[config.mk]
export PLATFORM = sky130hd
export DESIGN_NAME = clock_divider_flat
export DESIGN_NICKNAME = d
export VERILOG_FILES = /design/src/rtl/clock_divider_if.sv /design/src/rtl/clock_divider.sv /design/src/flat_wrapper.sv
export SDC_FILE = /design/constraint.sdc
export NUM_CORES = 1
export LEC_CHECK = 0
export ABC_CLOCK_PERIOD_IN_PS = 11400
export BUFFER_PORTS_ARGS = -buffer_cell sky130_fd_sc_hd__buf_4
export CAP_MARGIN = 20
export CORE_ASPECT_RATIO = 1.5
export CORE_UTILIZATION = 50
export CTS_CLUSTER_DIAMETER = 100
export DETAILED_ROUTE_END_ITERATION = 16
export PLACE_DENSITY = 0.79
export SKIP_LAST_GASP = 1
export SLEW_MARGIN = 20
export SYNTH_ARGS = -nofsm -noshare
export SYNTH_HDL_FRONTEND = slang
export SYNTH_SLANG_ARGS = --single-unit
[constraint.sdc]
create_clock -name clk -period 11.4 [get_ports clk]
set_clock_uncertainty 0.1 [all_clocks]
set_input_delay 1.14 -clock clk [delete_from_list [all_inputs] [get_ports clk]]
set_output_delay 1.14 -clock clk [all_outputs]
set_load 0.01 [all_outputs]
[src/rtl/clock_divider_if.sv]
`default_nettype none
// ============================================================================
// Module      : clock_divider_if
// Description : Control/status bundle between a divider client and the
//               clock-enable divider.
// Revision    : 1.0 - initial release
// ============================================================================
interface clock_divider_if #(
  parameter int WIDTH = 8
);
  logic             en;
  logic             load;
  logic [WIDTH-1:0] div;
  logic             tick;
  logic             clk_out;
  logic [WIDTH-1:0] count;
  logic             pending;

  modport master (
    output en, load, div,
    input  tick, clk_out, count, pending
  );

  modport slave (
    input  en, load, div,
    output tick, clk_out, count, pending
  );
endinterface
`default_nettype wire

[src/rtl/clock_divider.sv]
`default_nettype none
// ============================================================================
// Module      : clock_divider
// Description : Programmable clock-enable divider with TICK strobe, registered
//               divided clock and period-boundary divisor updates.
// Revision    : 1.0 - initial release
// ============================================================================
module clock_divider #(
  parameter int WIDTH     = 8,
  parameter int RESET_DIV = 2
) (
  input  wire logic       clk,
  input  wire logic       rst_n,
  clock_divider_if.slave  bus
);

  localparam logic [WIDTH-1:0] C_RESET_DIV = WIDTH'(RESET_DIV);
  localparam logic [WIDTH-1:0] C_ONE       = WIDTH'(1);
  localparam logic [WIDTH:0]   C_ONE_WIDE  = (WIDTH+1)'(1);

  logic [WIDTH-1:0] r_cnt;
  logic [WIDTH-1:0] r_div_act;
  logic [WIDTH-1:0] r_div_pend;
  logic             r_pending;
  logic             r_tick;
  logic             r_clk_out;

  logic [WIDTH-1:0] w_n;
  logic             w_wrap;
  logic [WIDTH-1:0] w_cnt_next;
  logic [WIDTH-1:0] w_div_next;
  logic [WIDTH-1:0] w_n_next;
  logic [WIDTH:0]   w_h_next;

  always_comb begin
    w_n        = (r_div_act == '0) ? C_ONE : r_div_act;
    w_wrap     = (r_cnt == (w_n - C_ONE));
    w_cnt_next = w_wrap ? '0 : (r_cnt + C_ONE);

    // A pending divisor is only promoted on a wrap, so the period in flight
    // always finishes with the divisor it started with.
    w_div_next = r_div_act;
    if (!bus.en && bus.load) begin
      w_div_next = bus.div;
    end else if (bus.en && w_wrap && r_pending) begin
      w_div_next = r_div_pend;
    end

    w_n_next = (w_div_next == '0) ? C_ONE : w_div_next;
    w_h_next = ({1'b0, w_n_next} + C_ONE_WIDE) >> 1;
  end

  always_ff @(posedge clk or negedge rst_n) begin
    if (!rst_n) begin
      r_cnt      <= '0;
      r_div_act  <= C_RESET_DIV;
      r_div_pend <= '0;
      r_pending  <= 1'b0;
      r_tick     <= 1'b0;
      r_clk_out  <= 1'b0;
    end else begin
      r_div_act <= w_div_next;
      if (bus.en) begin
        r_cnt     <= w_cnt_next;
        r_tick    <= w_wrap;
        r_clk_out <= ({1'b0, w_cnt_next} < w_h_next);
        if (bus.load) begin
          r_div_pend <= bus.div;
          r_pending  <= 1'b1;
        end else if (w_wrap) begin
          r_pending  <= 1'b0;
        end
      end else begin
        r_cnt     <= '0;
        r_tick    <= 1'b0;
        r_clk_out <= 1'b0;
        if (bus.load) begin
          r_pending <= 1'b0;
        end
      end
    end
  end

  assign bus.tick    = r_tick;
  assign bus.clk_out = r_clk_out;
  assign bus.count   = r_cnt;
  assign bus.pending = r_pending;

endmodule
`default_nettype wire

[src/flat_wrapper.sv]
// flat-port wrapper written by rule: the top's interface ports become plain ports
module clock_divider_flat 
#(
  parameter int WIDTH     = 8,
  parameter int RESET_DIV = 2
)
  (clk, rst_n, bus_en, bus_load, bus_div, bus_tick, bus_clk_out, bus_count, bus_pending);
  clock_divider_if #(.WIDTH(WIDTH)) bus_i ();
  input  wire logic clk;
  input  wire logic rst_n;
  input wire logic [$bits(bus_i.en)-1:0] bus_en;
  input wire logic [$bits(bus_i.load)-1:0] bus_load;
  input wire logic [$bits(bus_i.div)-1:0] bus_div;
  output wire logic [$bits(bus_i.tick)-1:0] bus_tick;
  output wire logic [$bits(bus_i.clk_out)-1:0] bus_clk_out;
  output wire logic [$bits(bus_i.count)-1:0] bus_count;
  output wire logic [$bits(bus_i.pending)-1:0] bus_pending;
  assign bus_i.en = bus_en;
  assign bus_i.load = bus_load;
  assign bus_i.div = bus_div;
  assign bus_tick = bus_i.tick;
  assign bus_clk_out = bus_i.clk_out;
  assign bus_count = bus_i.count;
  assign bus_pending = bus_i.pending;
  clock_divider #(.WIDTH(WIDTH), .RESET_DIV(RESET_DIV)) u_core (.clk(clk), .rst_n(rst_n), .bus(bus_i));
endmodule
==> metrics.md <==
| Metric | Value |
|---|---|
| Run status | complete, no violations |
| Total GRT Usage | 22.5% |
| Maximum clock path buffer count | 2 |
| Post-route DRC | 0 |
| Core area | around 0.0036 mm² |
| Clk sink count | 27 |
| Via count | 1482 |
| Rows | 27 |
| Synth Cell Area | 0.00190 mm² |
| Fmax achieved | 230 MHz |
| Die height | between 70 and 80 µm |
| Crit path max fanout | 16 |
| Met1 Usage GRT | 26.4% |
| Number of synthesized register bits | 27 |
| Setup crit end kind | register |
| Cts hold-fix bufs | 0 |
| Synth Area in Compound Gates | 17.3% |
| Share of cells above drive strength 1 | a little over a quarter |
| Largest net degree at the start of global routing | 28 |
| Worst EP required | 11.51 ns |
| Synth Flop Type | dfrtp_1 |
| CTS clock-pin slew for the worst setup and hold paths | around 0.090 ns |
| Final setup viols | 0 |
| Seq pwr share | a little under half |
| Final Max Tran Viols | 0 |
| Max incr delay on CP | around 0.5 ns |
| Yosys cell types | 49 |
| Post-synth EDFFs | 0 |
| Max_cap viols | 0 |
| Iter 0 DRT Violations | 26 |
| Post-DP HPWL | approximately 3200 µm |
| Critical path cell sequence | nor4_4, a21oi_1, ha_1, or3_4, a31oi_4, o2111a_2, a31oi_2, a21oi_4, nand4_4, nor2_1, xnor2_1, ha_1, a21oi_1, nor2b_1, o21ai_0, and3b_1, nand3_1, o21ai_1 |
| Layout Nets | 234 |
| Root Buffer | clkbuf_8 |
| Slew HR | between 60% and 70% |
| Syn nets | around 210 |
| Num ports | 23 |
| Vias in the first global route | between 1k and 1.5k |
| Initial core utilization | between 50% and 60% |
| Detailed-route wire length | a little over 4000 µm |
| Combinational power share | a little under a third |
| Synth async-reset ratio | 100% |
| CTS tree | done |
| Warnings, synthesis | 0 |
| Drt pass-1 iters | 4 |
| NetSw | between 0.08 and 0.09 mW |
| Initial antenna violation count | 0 |
| Fin util | ~59% |
| Post-route insts no fill | between 200 and 300 |
| Syn Area/Cell | slightly below 10 µm² |
| Final min period | around 4.4 ns |
| Global-route track usage on met2 | between 30% and 40% |
| RSZ-0062 raised after global routing | no |
| # Post-CTS Setup Buffers | 0 |
| CP Class | register to register |
| Largest family of logic cells by synthesized area | simple AND/OR/NAND/NOR gates |
| Sw Ratio | between 30% and 40% |
| Slew @ Worst Pin | 0.554 ns |
| Count of final hold-check violations | 0 |
| Dpl cells | ~250 |
| Clock network fraction of design power | roughly 22% |
| Drt wl/cell | roughly 16 µm |
| Post-synthesis adder-cell area fraction | 5.92% |
| Critical path launch point type | register |
| CP max stage cell | dfrtp_1 |
| Power Dens Cells | around 120 mW/mm² |
| Skew-Pair Late Insertion Delay | 0.28 ns |
| Final ANT Viol Nets | 0 |
| Global placer's final weighted congestion | roughly 0.87 |
| I/O Buffers | 22 |
| Gr busiest metal | met2 |
| Cells after synthesis | around 190 |
| Class of the worst hold path | register to register |
| Pint | roughly 0.17 mW |
| Total CTS buffers | 3 |
| Period utilization | 38.2% |
| Vias per inst | 5.81 |
| Gr ovfl total | 0 |
| Die extent in x | around 52 µm |
| Post-CTS resize count | 0 |
| Area growth from synthesis to layout | 12.4% |
| First-pass GRT wire length | between 6000 and 7000 µm |
| Simple-Gate Fraction of Synth Area | roughly a quarter |
| Pwr Total | 0.252 mW |
| Worst EP arrival | ~4.5 ns |
| Peak VDD IR | ~0.00010 V |
| Met3 Usage GRT | 3.33% |
| Inserted Diodes | 0 |
| Sequential area share after synthesis | between 30% and 40% |
| Htree depth | 1 |
| XOR/XNOR share of the synthesized area | 8.74% |
| Die area | just over 0.004 mm² |
| Leakage Power | around 0.91 nW |
| Post-synthesis mux area share | between 4 and 5% |
| Setup_tns | 0 ns |
| R2r setup slk | a little over 7 ns |
-- layout make-up --
type / instances / area, µm²
Clock buffer: 3 / 41.3
Clock inverter: 1 / 5.00
Fill cell: 331 / 1510
Inverter: 3 / 11.3
Multi-Input combinational cell: 156 / 1190
Sequential cell: 27 / 677
Tap cell: 43 / 53.8
Timing Repair Buffer: 22 / 165
-- state kept, by name (all words and copies together), names as in the netlist --
signal	flops
u_core.bus.pending	1
u_core.r_div_act	8
u_core.bus.count	8
u_core.bus.tick	1
u_core.bus.clk_out	1
u_core.r_div_pend	8
-- metal layers --
metal | routed length (µm) | vias up
li1 | - | 727
met1 | 1670 | 699
met2 | 2110 | 41
met3 | 117 | 15
met4 | 194 | 0
met5 | 0 | -
-- final timing paths --
kind                                      startpoint                    to  cells past startpoint
min in group asynchronous                      rst_n    u_core.bus.clk_out                      1
worst min-delay path            u_core.r_div_pend[6]  u_core.r_div_pend[6]                      1
worst max-delay path             u_core.r_div_act[2]    u_core.bus.clk_out                     18
worst max register to register   u_core.r_div_act[2]    u_core.bus.clk_out                     18
worst min register to register  u_core.r_div_pend[6]  u_core.r_div_pend[6]                      1
max in group asynchronous                      rst_n   u_core.r_div_act[1]                      1
-- placed cells by master (no fill, tap or decap), drive strengths merged, types with 5 or more instances in the layout --
cell type / n
dfrtp: 26
buf: 22
nor2: 18
nand2: 16
xnor2: 12
nand3: 11
and2: 10
ha: 9
o21ai: 9
a21oi: 9
mux2: 8
xor2: 7
a31oi: 6
nor3: 5
-- through the flow --
stage	worst slack, ns	hold WS, ns	instance area [µm²]
CTS	7.03	0.416	2140
detailed placement	7.07	0.393	2090
floorplan	7.54	0.379	1900
global placement	7.21	0.390	2090
finish	7.05	0.417	2140
global route	6.75	0.433	2140
-- logic make-up after synthesis --
| kind of cell | after synthesis |
|---|---|
| simple gates | 82 |
| compound gates | 38 |
| flops | 27 |
| xor+xnor | 19 |
| buf+inv | 9 |
| fa+ha+maj | 9 |
| mux | 8 |
-- cells in the mapped netlist (all sizes together), types with 3 or more instances --
| cell type | count | area share, % |
|---|---|---|
| nand4 | 3 | 2.1 |
| clkbuf | 3 | 0.59 |
| nand3 | 11 | 2.9 |
| dfrtp | 26 | 34 |
| and3b | 3 | 1.4 |
| a31oi | 6 | 3.1 |
| o21ai | 9 | 2.4 |
| nor3 | 5 | 1.8 |
| ha | 9 | 5.9 |
| nand2 | 16 | 3.2 |
| buf | 3 | 0.92 |
| nor4 | 3 | 2.1 |
| and3 | 4 | 1.3 |
| a211oi | 3 | 1.2 |
| mux2 | 8 | 4.7 |
| a21oi | 9 | 3.7 |
| o211ai | 4 | 2.6 |
| and2 | 10 | 3.3 |
| xor2 | 7 | 3.2 |
| inv | 3 | 0.59 |
| xnor2 | 12 | 5.5 |
| nor2b | 4 | 1.3 |
| nor2 | 18 | 3.9 |
-- power groups by stage --
| stage | clock network, mW | registers (mW) | logic, mW |
|---|---|---|---|
| after floorplan | 0 | 0.118 | 0.0573 |
| after global placement | 0 | 0.120 | 0.0756 |
| after detailed placement | 0 | 0.121 | 0.0774 |
| after CTS | 0.0565 | 0.119 | 0.0780 |
| after global routing | 0.0599 | 0.120 | 0.0854 |
| final | 0.0560 | 0.119 | 0.0774 |
-- worst max-delay path, delay by kind of cell (launching register included) --
kind                     cells  cell delay (ns)
AO/OA/AOI/OAI                8             1.63
AND/OR/NAND/NOR              7             1.41
adder cells (fa/ha/maj)      2             0.53
flip-flops                   1             0.49
XOR/XNOR                     1             0.14
(Power assumes the default switching activity.)
